<file path="src/rtl/sram_burst_seq.sv">
// rtl/sram_burst_seq.sv - splits burst commands into single-word sram_ctrl transactions
// Optional macro SRAM_BURST_SEQ_PACE_EN adds a pace_tick input that gates read issues.
module sram_burst_seq #(
  parameter int ADDR_W = 18,
  parameter int DATA_W = 16,
  parameter int LEN_W  = 8
) (
`ifdef SRAM_BURST_SEQ_PACE_EN
  input  logic              pace_tick,
`endif
  input  logic              clk,
  input  logic              reset,
  input  logic              cmd_valid,
  output logic              cmd_ready,
  input  logic              cmd_rw,
  input  logic [ADDR_W-1:0] cmd_addr,
  input  logic [LEN_W-1:0]  cmd_len,
  input  logic              wr_valid,
  output logic              wr_ready,
  input  logic [DATA_W-1:0] wr_data,
  output logic              rd_valid,
  input  logic              rd_ready,
  output logic [DATA_W-1:0] rd_data,
  output logic              busy,
  output logic              done,
  output logic              ctrl_start_n,
  output logic              ctrl_rw,
  output logic [ADDR_W-1:0] ctrl_addr,
  output logic [DATA_W-1:0] ctrl_data_write,
  input  logic              ctrl_ready,
  input  logic [DATA_W-1:0] ctrl_data_read
);

  typedef enum logic [1:0] {IDLE, ISSUE, WAIT, RHOLD} state_t;

  state_t             state, state_d;
  logic               rw_q;
  logic [ADDR_W-1:0]  addr_q;
  logic [LEN_W-1:0]   remaining;
  logic               busy_q, done_q, busy_seen, rd_valid_q;
  logic [DATA_W-1:0]  rd_data_q;
  logic               pace_ok, issue, wait_exit, advance, last;

`ifdef SRAM_BURST_SEQ_PACE_EN
  assign pace_ok = pace_tick;
`else
  assign pace_ok = 1'b1;
`endif

  assign last      = (remaining == '0);
  assign busy      = busy_q;
  assign done      = done_q;
  assign rd_valid  = rd_valid_q;
  assign rd_data   = rd_data_q;
  assign ctrl_rw   = rw_q;
  assign ctrl_addr = addr_q;

  always_comb begin
    state_d         = state;
    cmd_ready       = 1'b0;
    wr_ready        = 1'b0;
    ctrl_start_n    = 1'b1;
    ctrl_data_write = '0;
    issue           = 1'b0;
    wait_exit       = 1'b0;
    advance         = 1'b0;
    case (state)
      IDLE: begin
        cmd_ready = 1'b1;
        if (cmd_valid) state_d = ISSUE;
      end
      ISSUE: begin
        if (!rw_q) ctrl_data_write = wr_data;
        if (ctrl_ready && (rw_q ? pace_ok : wr_valid)) begin
          issue        = 1'b1;
          ctrl_start_n = 1'b0;
          wr_ready     = !rw_q;
          state_d      = WAIT;
        end
      end
      WAIT: begin
        // ready must be seen low first, or we could exit before sram_ctrl left idle
        if (ctrl_ready && busy_seen) begin
          wait_exit = 1'b1;
          if (rw_q) state_d = RHOLD;
          else      advance = 1'b1;
        end
      end
      RHOLD: begin
        if (rd_ready) advance = 1'b1;
      end
      default: state_d = IDLE;
    endcase
    if (advance) state_d = last ? IDLE : ISSUE;
  end

  always_ff @(posedge clk) begin
    if (reset) begin
      state      <= IDLE;
      rw_q       <= 1'b1;
      addr_q     <= '0;
      remaining  <= '0;
      busy_q     <= 1'b0;
      done_q     <= 1'b0;
      busy_seen  <= 1'b0;
      rd_valid_q <= 1'b0;
      rd_data_q  <= '0;
    end else begin
      state  <= state_d;
      done_q <= 1'b0;
      if (state == IDLE && cmd_valid) begin
        rw_q      <= cmd_rw;
        addr_q    <= cmd_addr;
        remaining <= cmd_len;
        busy_q    <= 1'b1;
      end
      if (issue)
        busy_seen <= 1'b0;
      else if (state == WAIT && !ctrl_ready)
        busy_seen <= 1'b1;
      if (wait_exit && rw_q) begin
        rd_data_q  <= ctrl_data_read;
        rd_valid_q <= 1'b1;
      end
      if (advance) begin
        if (state == RHOLD) rd_valid_q <= 1'b0;
        addr_q <= addr_q + ADDR_W'(1);
        if (last) begin
          done_q <= 1'b1;
          busy_q <= 1'b0;
        end else begin
          remaining <= remaining - LEN_W'(1);
        end
      end
    end
  end

endmodule

</file>
<file path="config.mk">
export PLATFORM = sky130hd
export DESIGN_NAME = sram_burst_seq
export DESIGN_NICKNAME = d
export VERILOG_FILES = /design/src/rtl/sram_burst_seq.sv
export SDC_FILE = /design/constraint.sdc
export NUM_CORES = 1
export LEC_CHECK = 0
export BUFFER_PORTS_ARGS = -buffer_cell sky130_fd_sc_hd__buf_2
export CORE_UTILIZATION = 50
export CTS_CLUSTER_SIZE = 30
export DETAILED_ROUTE_END_ITERATION = 8
export PLACE_DENSITY = 0.84
export SLEW_MARGIN = 20
export SYNTH_ARGS = -nofsm -noshare
export SYNTH_HDL_FRONTEND = slang
export SYNTH_SLANG_ARGS = --single-unit
</file>
<file path="constraint.sdc">
create_clock -name clk -period 5.59 [get_ports clk]
set_input_delay 0.2795 -clock clk [delete_from_list [all_inputs] [get_ports clk]]
set_output_delay 0.2795 -clock clk [all_outputs]
set_load 0.1 [all_outputs]
</file>
==> results of run 1 <==
## per-layer routing
layer	vias up	routed length, um	GRT usage, %
met5	-	0	0
met4	0	70	9.26
met3	6	488	4.23
met2	112	3590	44.5
met1	1318	2980	29.8
li1	1446	-	-
## sequential cells by signal (all words and copies together) (netlist names)
name,cells
busy,1
ctrl_rw,1
done,1
state,2
rd_data,16
busy_seen,1
ctrl_addr,18
rd_valid,1
remaining,8
## cells in the final DEF, fill, tap and decap left out, drive strengths merged, types with 5 or more instances in the layout
cell and n:
or3 5, a21oi 31, dfxtp 49, or4 5, and2 19, nor4 5
nand3 11, and3 6, buf 121, o21ai 15, inv 9, nor2 10
a311oi 7, nand2 61, ha 7, a211oi 5, a31oi 9, clkbuf 5
nor3 10, a21boi 5
## worst max-delay path: stages (launching register included)
cell and delay, ns:
dfxtp_1 0.35, inv_1 0.11, ha_1 0.26, nor2b_1 0.61, and2_1 0.23, buf_2 0.42
## power by group
part	internal [W]	total (W)	switching (W)
Sequential	0.000403	0.000475	0.0000719
Clock	0.000180	0.000305	0.000125
Combinational	0.000175	0.000728	0.000553
Total	0.000758	0.00151	0.000750
## final timing paths
kind / start / end
max: state[1] / ctrl_data_write[2]
min: cmd_rw / ctrl_rw
max reg2reg: state[0] / ctrl_addr[17]
min reg2reg: rd_data[0] / rd_data[0]
## layout make-up
| cell class | count | area share [%] |
|---|---|---|
| clock buffers | 5 | 2.01 |
| clock inverters | 3 | 2.01 |
| inverters | 8 | 0.878 |
| multi-input cells | 255 | 46.1 |
| flip-flops and latches | 49 | 28.7 |
| well taps | 70 | 2.56 |
| repair buffers | 121 | 17.7 |
## logic make-up after synthesis
kind of cell,Yosys count
AND/OR/NAND/NOR,142
adder cells (fa/ha/maj),7
flip-flops,49
buffers and inverters,28
AO/OA/AOI/OAI,101
XOR/XNOR,1
multiplexers,4
## stage by stage
step                      hold WS (ns)  total power, W  instance area, um^2
after floorplan                  0.403         0.00108                 2690
after global placement           0.439         0.00119                 3280
after detailed placement         0.443         0.00120                 3280
after CTS                        0.190         0.00151                 3420
after global routing             0.199         0.00158                 3420
final                            0.193         0.00151                 3420
==> impl_metrics.json, run 1 <==
{
  "status": "finished clean",
  "num_vias": 2882,
  "place_hpwl_mm": 5.19,
  "power.density_mw_per_mm2": 441,
  "dp.cells": 503,
  "synth_top_area_share_pct": 36.5,
  "fin_crit_sh_pct": 46.0,
  "cts_sinks": 49,
  "nFillCells": 483,
  "track_usage_pct": 24.8,
  "cp.required_ns": 5.31,
  "ff2ff_path_depth": 6,
  "synth_warnings": 0,
  "period_needed_ns": 2.57,
  "max_freq_ghz": 0.388,
  "routed_via_density": 5.64,
  "synthSimpleGateAreaFrac_pct": 27.1,
  "synth_edf_count": 0,
  "coreArea_mm2": 0.00514,
  "first_pass_iters": 4,
  "htree_levels": 2,
  "grt_pass1_vias": 2603,
  "drt-initial-drc-count": 153,
  "dp_slack_ns": 3.19,
  "seq_area_um2": 981,
  "wl_per_cell_um": 13.9,
  "root_buffer": "clkbuf_8",
  "peakVddDrop_mv": 0.270,
  "clk-insertion-delay-late_ns": 0.31,
  "syn_area_per_cell_um2": 8.09,
  "setup-tns-final_ns": 0,
  "post-route-drc-count": 0,
  "synth.area.top_cells": "dfxtp_1 37%, nand2_1 8.5%, a21oi_1 5.8%, and2_1 4.4%, ha_1 3.3%",
  "initial_core_util_pct": 52.3,
  "synth_cell_types": 55,
  "reg2reg_slack_ns": 3.19,
  "maxCapViolations": 0,
  "pin_count": 122,
  "relSlewSlack_pct": 41.3,
  "worstSetupPathType": "reg -> out",
  "p_leak_nw": 1.50,
  "synth-seq-cells": 49,
  "cp.arrival_ns": 2.29,
  "row_count": 26,
  "finClkSkew_ns": 0.0117,
  "hold_violations": 0,
  "fin_nets": 512,
  "dieWidth_um": 75.3,
  "muxShareOfSynthArea_pct": 1.49,
  "synthCells": 332,
  "netlist_top_cells_count": "61 x nand2_1, 49 x dfxtp_1, 31 x a21oi_1, 19 x and2_1, 14 x o21ai_0",
  "worst-path-max-fanout": 17,
  "final_cell_count_no_fill": 511,
  "yosysMostFrequentCell": "nand2_1",
  "cts_setup_buffers": 0,
  "numPortBuffers": 121,
  "die_h_um": 75.3,
  "cts.path.max_buffers": 2,
  "utilization_pct": 66.5,
  "synth_top_family_by_area": "simple AND/OR/NAND/NOR gates",
  "end_kind": "output pin",
  "grt_pass1_wl_mm": 11.0,
  "synth_compound_area_share_pct": 26.5,
  "synth.net_count": 404,
  "cts_resized": 0,
  "grt_max_degree": 47,
  "antenna_found_initial": 0,
  "clk_pin_slew_ns": 0.10,
  "finalMaxSlewViolations": 0,
  "dieArea_mm2": 0.00567,
  "hold_class": "in -> reg",
  "netlist_area_mm2": 0.00269,
  "yosysSeqAreaShare_pct": 36.5,
  "synth_fa_ha_area_share_pct": 3.26,
  "cts_tree": "yes",
  "synth_top_area_cell": "dfxtp_1",
  "wl_mm": 7.12,
  "fin_ws_ns": 3.02,
  "finalSetupViolCount": 0,
  "postSynth.asyncResetShare_pct": 0,
  "drive_above_1_share_pct": 31.7,
  "cts_hold_buf": 0,
  "cts_inserted_buffers": 5,
  "ant_nets": 0,
  "syn2layout_area_growth_pct": 27.3,
  "hold_path_depth": 3,
  "place.gp.congestion": 0.859,
  "worst_pin_slew_ns": 0.880,
  "critPathLaunchType": "flip-flop",
  "insertedDiodeCount": 0,
  "multiInputGateArea_mm2": 0.00158,
  "synthFlopType": "dfxtp_1",
  "overflow": 0,
  "rsz0062_at_grt": "no",
  "synthXorXnorAreaFrac_pct": 0.326
}
Note: power is estimated with default switching activity, not from simulation.
==> inputs of run 2 (changes only) <==
- ABC_AREA: default -> 1
- CORE_UTILIZATION: 50 -> 43
- PLACE_DENSITY: 0.84 -> 0.76
- clock period: 5.59 -> 2.3 ns (I/O delays scaled with it)
==> impl_metrics.json, run 2 <==
{
  "num_vias": 3061,
  "place.gp.congestion": 0.814,
  "fin_crit_sh_pct": 90.5,
  "die_h_um": 82.9,
  "r2r_start": "state[0]",
  "insertedDiodeCount": 0,
  "dieWidth_um": 82.9,
  "postSynth.asyncResetShare_pct": 0,
  "synth_warnings": 0,
  "p_leak_nw": 1.77,
  "layout_commonest_cell": "buf_2",
  "first_pass_iters": 4,
  "ant_nets": 0,
  "synth-seq-cells": 49,
  "final_cell_mix": "121 x buf_2, 95 x nand2_1, 93 x nor2_1",
  "cts_tree": "yes",
  "syn2layout_area_growth_pct": 26.6,
  "yosysSeqAreaShare_pct": 34.9,
  "cts_resized": 0,
  "synth.net_count": 513,
  "wl_per_cell_um": 11.5,
  "largest_reg_flops": 18,
  "cts_hold_buf": 0,
  "cp.arrival_ns": 1.97,
  "netlist_top_cells_count": "95 x nand2_1, 94 x nor2_1, 49 x dfxtp_1, 43 x inv_1, 36 x o21ai_0",
  "finalSetupViolCount": 0,
  "overflow": 0,
  "synth_top_area_share_pct": 34.9,
  "hold_violations": 0,
  "yosysMostFrequentCell": "nand2_1",
  "r2r_end": "ctrl_addr[1]",
  "nFillCells": 654,
  "p_sw_w": 0.00183,
  "clk_pin_slew_ns": 0.10,
  "worstSetupStartpoint": "state[1]",
  "max_freq_ghz": 0.481,
  "synth.area.top_cells": "dfxtp_1 35%, nand2_1 13%, nor2_1 13%, o21ai_0 6.4%, inv_1 5.7%",
  "syn_area_per_cell_um2": 6.38,
  "synth_edf_count": 0,
  "post-route-drc-count": 0,
  "p_int_w": 0.00168,
  "p_comb_share_pct": 49.6,
  "power.share.sequential_pct": 32.1,
  "pin_count": 122,
  "cts_inserted_buffers": 5,
  "finClkSkew_ns": 0.0128,
  "finalMaxSlewViolations": 0,
  "track_usage_pct": 21.6,
  "clk-insertion-delay-late_ns": 0.31,
  "fin_nets": 626,
  "period_needed_ns": 2.08,
  "cts_sinks": 49,
  "numPortBuffers": 121,
  "initial_core_util_pct": 44.6,
  "grt_pass1_vias": 2861,
  "synth_cell_types": 30,
  "peakVddDrop_mv": 0.590,
  "netlist_area_mm2": 0.00281,
  "reg2reg_slack_ns": 0.40,
  "maxCapViolations": 0,
  "cp-endpoint": "ctrl_data_write[0]",
  "dp.cells": 624,
  "relSlewSlack_pct": 41.3,
  "critPathLaunchType": "flip-flop",
  "final_cell_count_no_fill": 632,
  "wl_mm": 7.29,
  "cts_setup_buffers": 0,
  "p_total_w": 0.00352,
  "switching_share_pct": 52.1,
  "routed_via_density": 4.84,
  "grt_pass1_wl_mm": 12.6,
  "power.density_mw_per_mm2": 987,
  "p_clk_share_pct": 18.3,
  "drt-initial-drc-count": 116,
  "drive_above_1_share_pct": 27.7,
  "row_count": 29,
  "end_kind": "output pin",
  "dieArea_mm2": 0.00687,
  "coreArea_mm2": 0.00631,
  "status": "finished clean",
  "antenna_found_initial": 0,
  "cts.path.max_buffers": 2,
  "synthFlopType": "dfxtp_1",
  "place_hpwl_mm": 5.42,
  "worst-path-max-fanout": 17,
  "ff2ff_path_depth": 11,
  "rsz0062_at_grt": "no",
  "cp.required_ns": 2.18,
  "synth_top_area_cell": "dfxtp_1",
  "worstSetupPathType": "reg -> out",
  "synthCells": 441,
  "htree_levels": 2,
  "hold_class": "in -> reg",
  "grt_max_degree": 34,
  "worst_pin_slew_ns": 0.880,
  "root_buffer": "clkbuf_8"
}
[run 2: cell count changes in the layout (fill, tap and decap cells not counted), moves of 10 or more]
cell,delta
and2_1,-18
o21ai_1,+10
nand3_1,+10
nand2_1,+34
o21ai_0,+22
nor2_1,+84
inv_1,+35
a21oi_1,-12
[run 2: area by class of cell]
type                       count  area (um^2)  share of cell area, %
clock buffer                   5         68.8                   1.93
multi-input combinational    324         1560                   43.7
inverter                      51          191                   5.38
clock inverter                 3         46.3                   1.30
tap                           77         96.3                   2.71
sequential                    49          981                   27.5
timing repair buffer         123          621                   17.4
[run 2: how the worst min path moves through the flow]
stage / from / depth (start not counted) / slack (ns) / end
6_report: cmd_rw / 3 / 0.03 / ctrl_rw
5_1_grt: cmd_rw / 3 / 0.05 / ctrl_rw
4_1_cts: cmd_rw / 3 / 0.03 / ctrl_rw
3_5_place_dp: cmd_rw / 3 / 0.36 / ctrl_rw
3_3_place_gp: cmd_rw / 3 / 0.35 / ctrl_rw
2_1_floorplan: cmd_rw / 2 / 0.25 / ctrl_rw
[run 2: metal layers]
layer / vias up / routed length, um / GRT usage, % / share of wire (%)
li1: 1618 / - / - / -
met1: 1342 / 3280 / 26.4 / 45
met2: 87 / 3530 / 37.5 / 48
met3: 14 / 363 / 5.27 / 5.0
met4: 0 / 108 / 6.58 / 1.5
met5: - / 0 / 0 / 0
[run 2: critical path, cell delays in order (launching register included)]
cell	delay [ns]
dfxtp_1	0.35
inv_1	0.11
ha_1	0.21
nand2_1	0.33
nor2_1	0.21
buf_2	0.45
[run 2: cell families after synthesis]
family	share of synthesized area [%]
buf+inv	9.88
fa+ha+maj	3.11
flops	34.9
compound gates	13.0
simple gates	36.3
xor+xnor	2.80
[run 2: power by group through the flow]
stage	sequential (W)	clock, W	combinational [W]
floorplan	0.00171	0	0.000875
global placement	0.00114	0	0.00171
detailed placement	0.00114	0	0.00174
CTS	0.00113	0.000661	0.00175
global route	0.00115	0.000692	0.00188
finish	0.00113	0.000644	0.00174
[run 2: per-stage QoR]
stage          instance area (um^2)  utilization, %  hold WS (ns)  TNS [ns]  setup slack [ns]
2_1_floorplan                  2820               -         0.245     -3.61            -0.303
3_3_place_gp                   3450            54.6         0.355         0             0.495
3_5_place_dp                   3450            54.6         0.363         0             0.414
4_1_cts                        3560            56.4        0.0297         0             0.219
5_1_grt                        3560            56.4        0.0459         0            0.0189
6_report                       3560            56.4        0.0347         0             0.220
==> inputs of run 3 (changes only) <==
- REMOVE_ABC_BUFFERS: default -> 1
==> impl_metrics.json, run 3 (synthesis gave the netlist of run 2 again) <==
{
  "rsz0062_at_grt": "no",
  "peakVddDrop_mv": 0.456,
  "row_count": 29,
  "num_vias": 3146,
  "grtUsageMet3_pct": 3.68,
  "max_freq_ghz": 0.489,
  "insertedDiodeCount": 0,
  "grt-busiest-layer": "met2",
  "syn2layout_area_growth_pct": 27.2,
  "cts_resized": 0,
  "worstSetupPathType": "reg -> out",
  "htree_levels": 2,
  "track_usage_pct": 20.9,
  "status": "finished clean",
  "grt_max_degree": 34,
  "r2r_start": "state[0]",
  "grt_pass1_vias": 2849,
  "cts_setup_buffers": 0,
  "clk-insertion-delay-late_ns": 0.31,
  "worst_pin_slew_ns": 0.893,
  "dieArea_mm2": 0.00687,
  "first_pass_iters": 4,
  "grt_pass1_wl_mm": 12.1,
  "clk_pin_slew_ns": 0.10,
  "finalMaxSlewViolations": 0,
  "critPathLaunchType": "flip-flop",
  "largest_reg_flops": 18,
  "worstSetupStartpoint": "state[1]",
  "hold_class": "in -> reg",
  "met1_usage_pct": 25.1,
  "fin_crit_sh_pct": 88.9,
  "post-route-drc-count": 0,
  "pin_count": 122,
  "hold_violations": 0,
  "place.gp.congestion": 0.875,
  "finClkSkew_ns": 0.0101,
  "cts_hold_buf": 0,
  "power.density_mw_per_mm2": 966,
  "wl_mm": 7.33,
  "ant_nets": 0,
  "die_h_um": 82.9,
  "cp.required_ns": 2.18,
  "cts_inserted_buffers": 5,
  "layout_commonest_cell": "buf_2",
  "routed_via_density": 4.94,
  "min_from": "cmd_rw",
  "met2_usage_pct": 37.6,
  "cts_tree": "yes",
  "root_buffer": "clkbuf_8",
  "finalSetupViolCount": 0,
  "setup-tns-final_ns": 0,
  "cts.path.max_buffers": 2,
  "antenna_found_initial": 0,
  "wl_per_cell_um": 11.5,
  "drive_above_1_share_pct": 28.2,
  "numPortBuffers": 121,
  "maxCapViolations": 0,
  "initial_core_util_pct": 44.6,
  "end_kind": "output pin",
  "period_needed_ns": 2.04,
  "dieWidth_um": 82.9,
  "place_hpwl_mm": 5.52,
  "p_leak_nw": 1.79,
  "relSlewSlack_pct": 40.4,
  "worst-path-max-fanout": 17,
  "coreArea_mm2": 0.00631,
  "overflow": 0,
  "cts_sinks": 49,
  "cp.arrival_ns": 1.93,
  "utilization_pct": 56.7,
  "final_cell_mix": "121 x buf_2, 95 x nand2_1, 94 x nor2_1",
  "drt-initial-drc-count": 212,
  "fin_nets": 631
}
## run 3: cell type report
class / count / area (um^2)
Fill cell: 667 / 2740
Multi-Input combinational cell: 324 / 1550
Sequential cell: 49 / 981
Timing Repair Buffer: 128 / 658
Inverter: 51 / 191
Tap cell: 77 / 96.3
Clock buffer: 5 / 68.8
Clock inverter: 3 / 28.8
## run 3: per-stage QoR
| step | cells | hold slack, ns | worst slack (ns) | power (W) | instance area (um^2) |
|---|---|---|---|---|---|
| final | 637 | 0.0197 | 0.256 | 0.00346 | 3580 |
| after global routing | 637 | 0.0334 | 0.0542 | 0.00364 | 3580 |
| after CTS | 637 | 0.0183 | 0.238 | 0.00347 | 3580 |
| after detailed placement | 629 | 0.341 | 0.402 | 0.00291 | 3480 |
| after global placement | 629 | 0.333 | 0.479 | 0.00288 | 3480 |
| after floorplan | 424 | 0.184 | -0.402 | 0.00255 | 2730 |
## run 3: where the power goes
| part | internal (W) | switching [W] | total [W] |
|---|---|---|---|
| Sequential | 0.000977 | 0.000150 | 0.00113 |
| Clock | 0.000228 | 0.000324 | 0.000552 |
| Combinational | 0.000403 | 0.00137 | 0.00178 |
## run 3: final timing paths
path	depth (start not counted)	end	slack, ns
max	5	wr_ready	0.26
min reg2reg	1	remaining[0]	0.44
max reg2reg	11	ctrl_addr[6]	0.36
min	3	ctrl_rw	0.02
## run 3: routing by layer
metal  up-vias  wire length (um)  share of wire, %
met4         0               111               1.5
met1      1394              3240                44
met2       114              3530                48
met5         -                 0                 0
met3        12               455               6.2
li1       1626                 -                 -
## run 3: critical path, stage by stage, from the launching register on
cell	delay, ns
dfxtp_1	0.35
inv_1	0.10
ha_1	0.20
nand2_1	0.31
nor2_1	0.21
buf_2	0.45
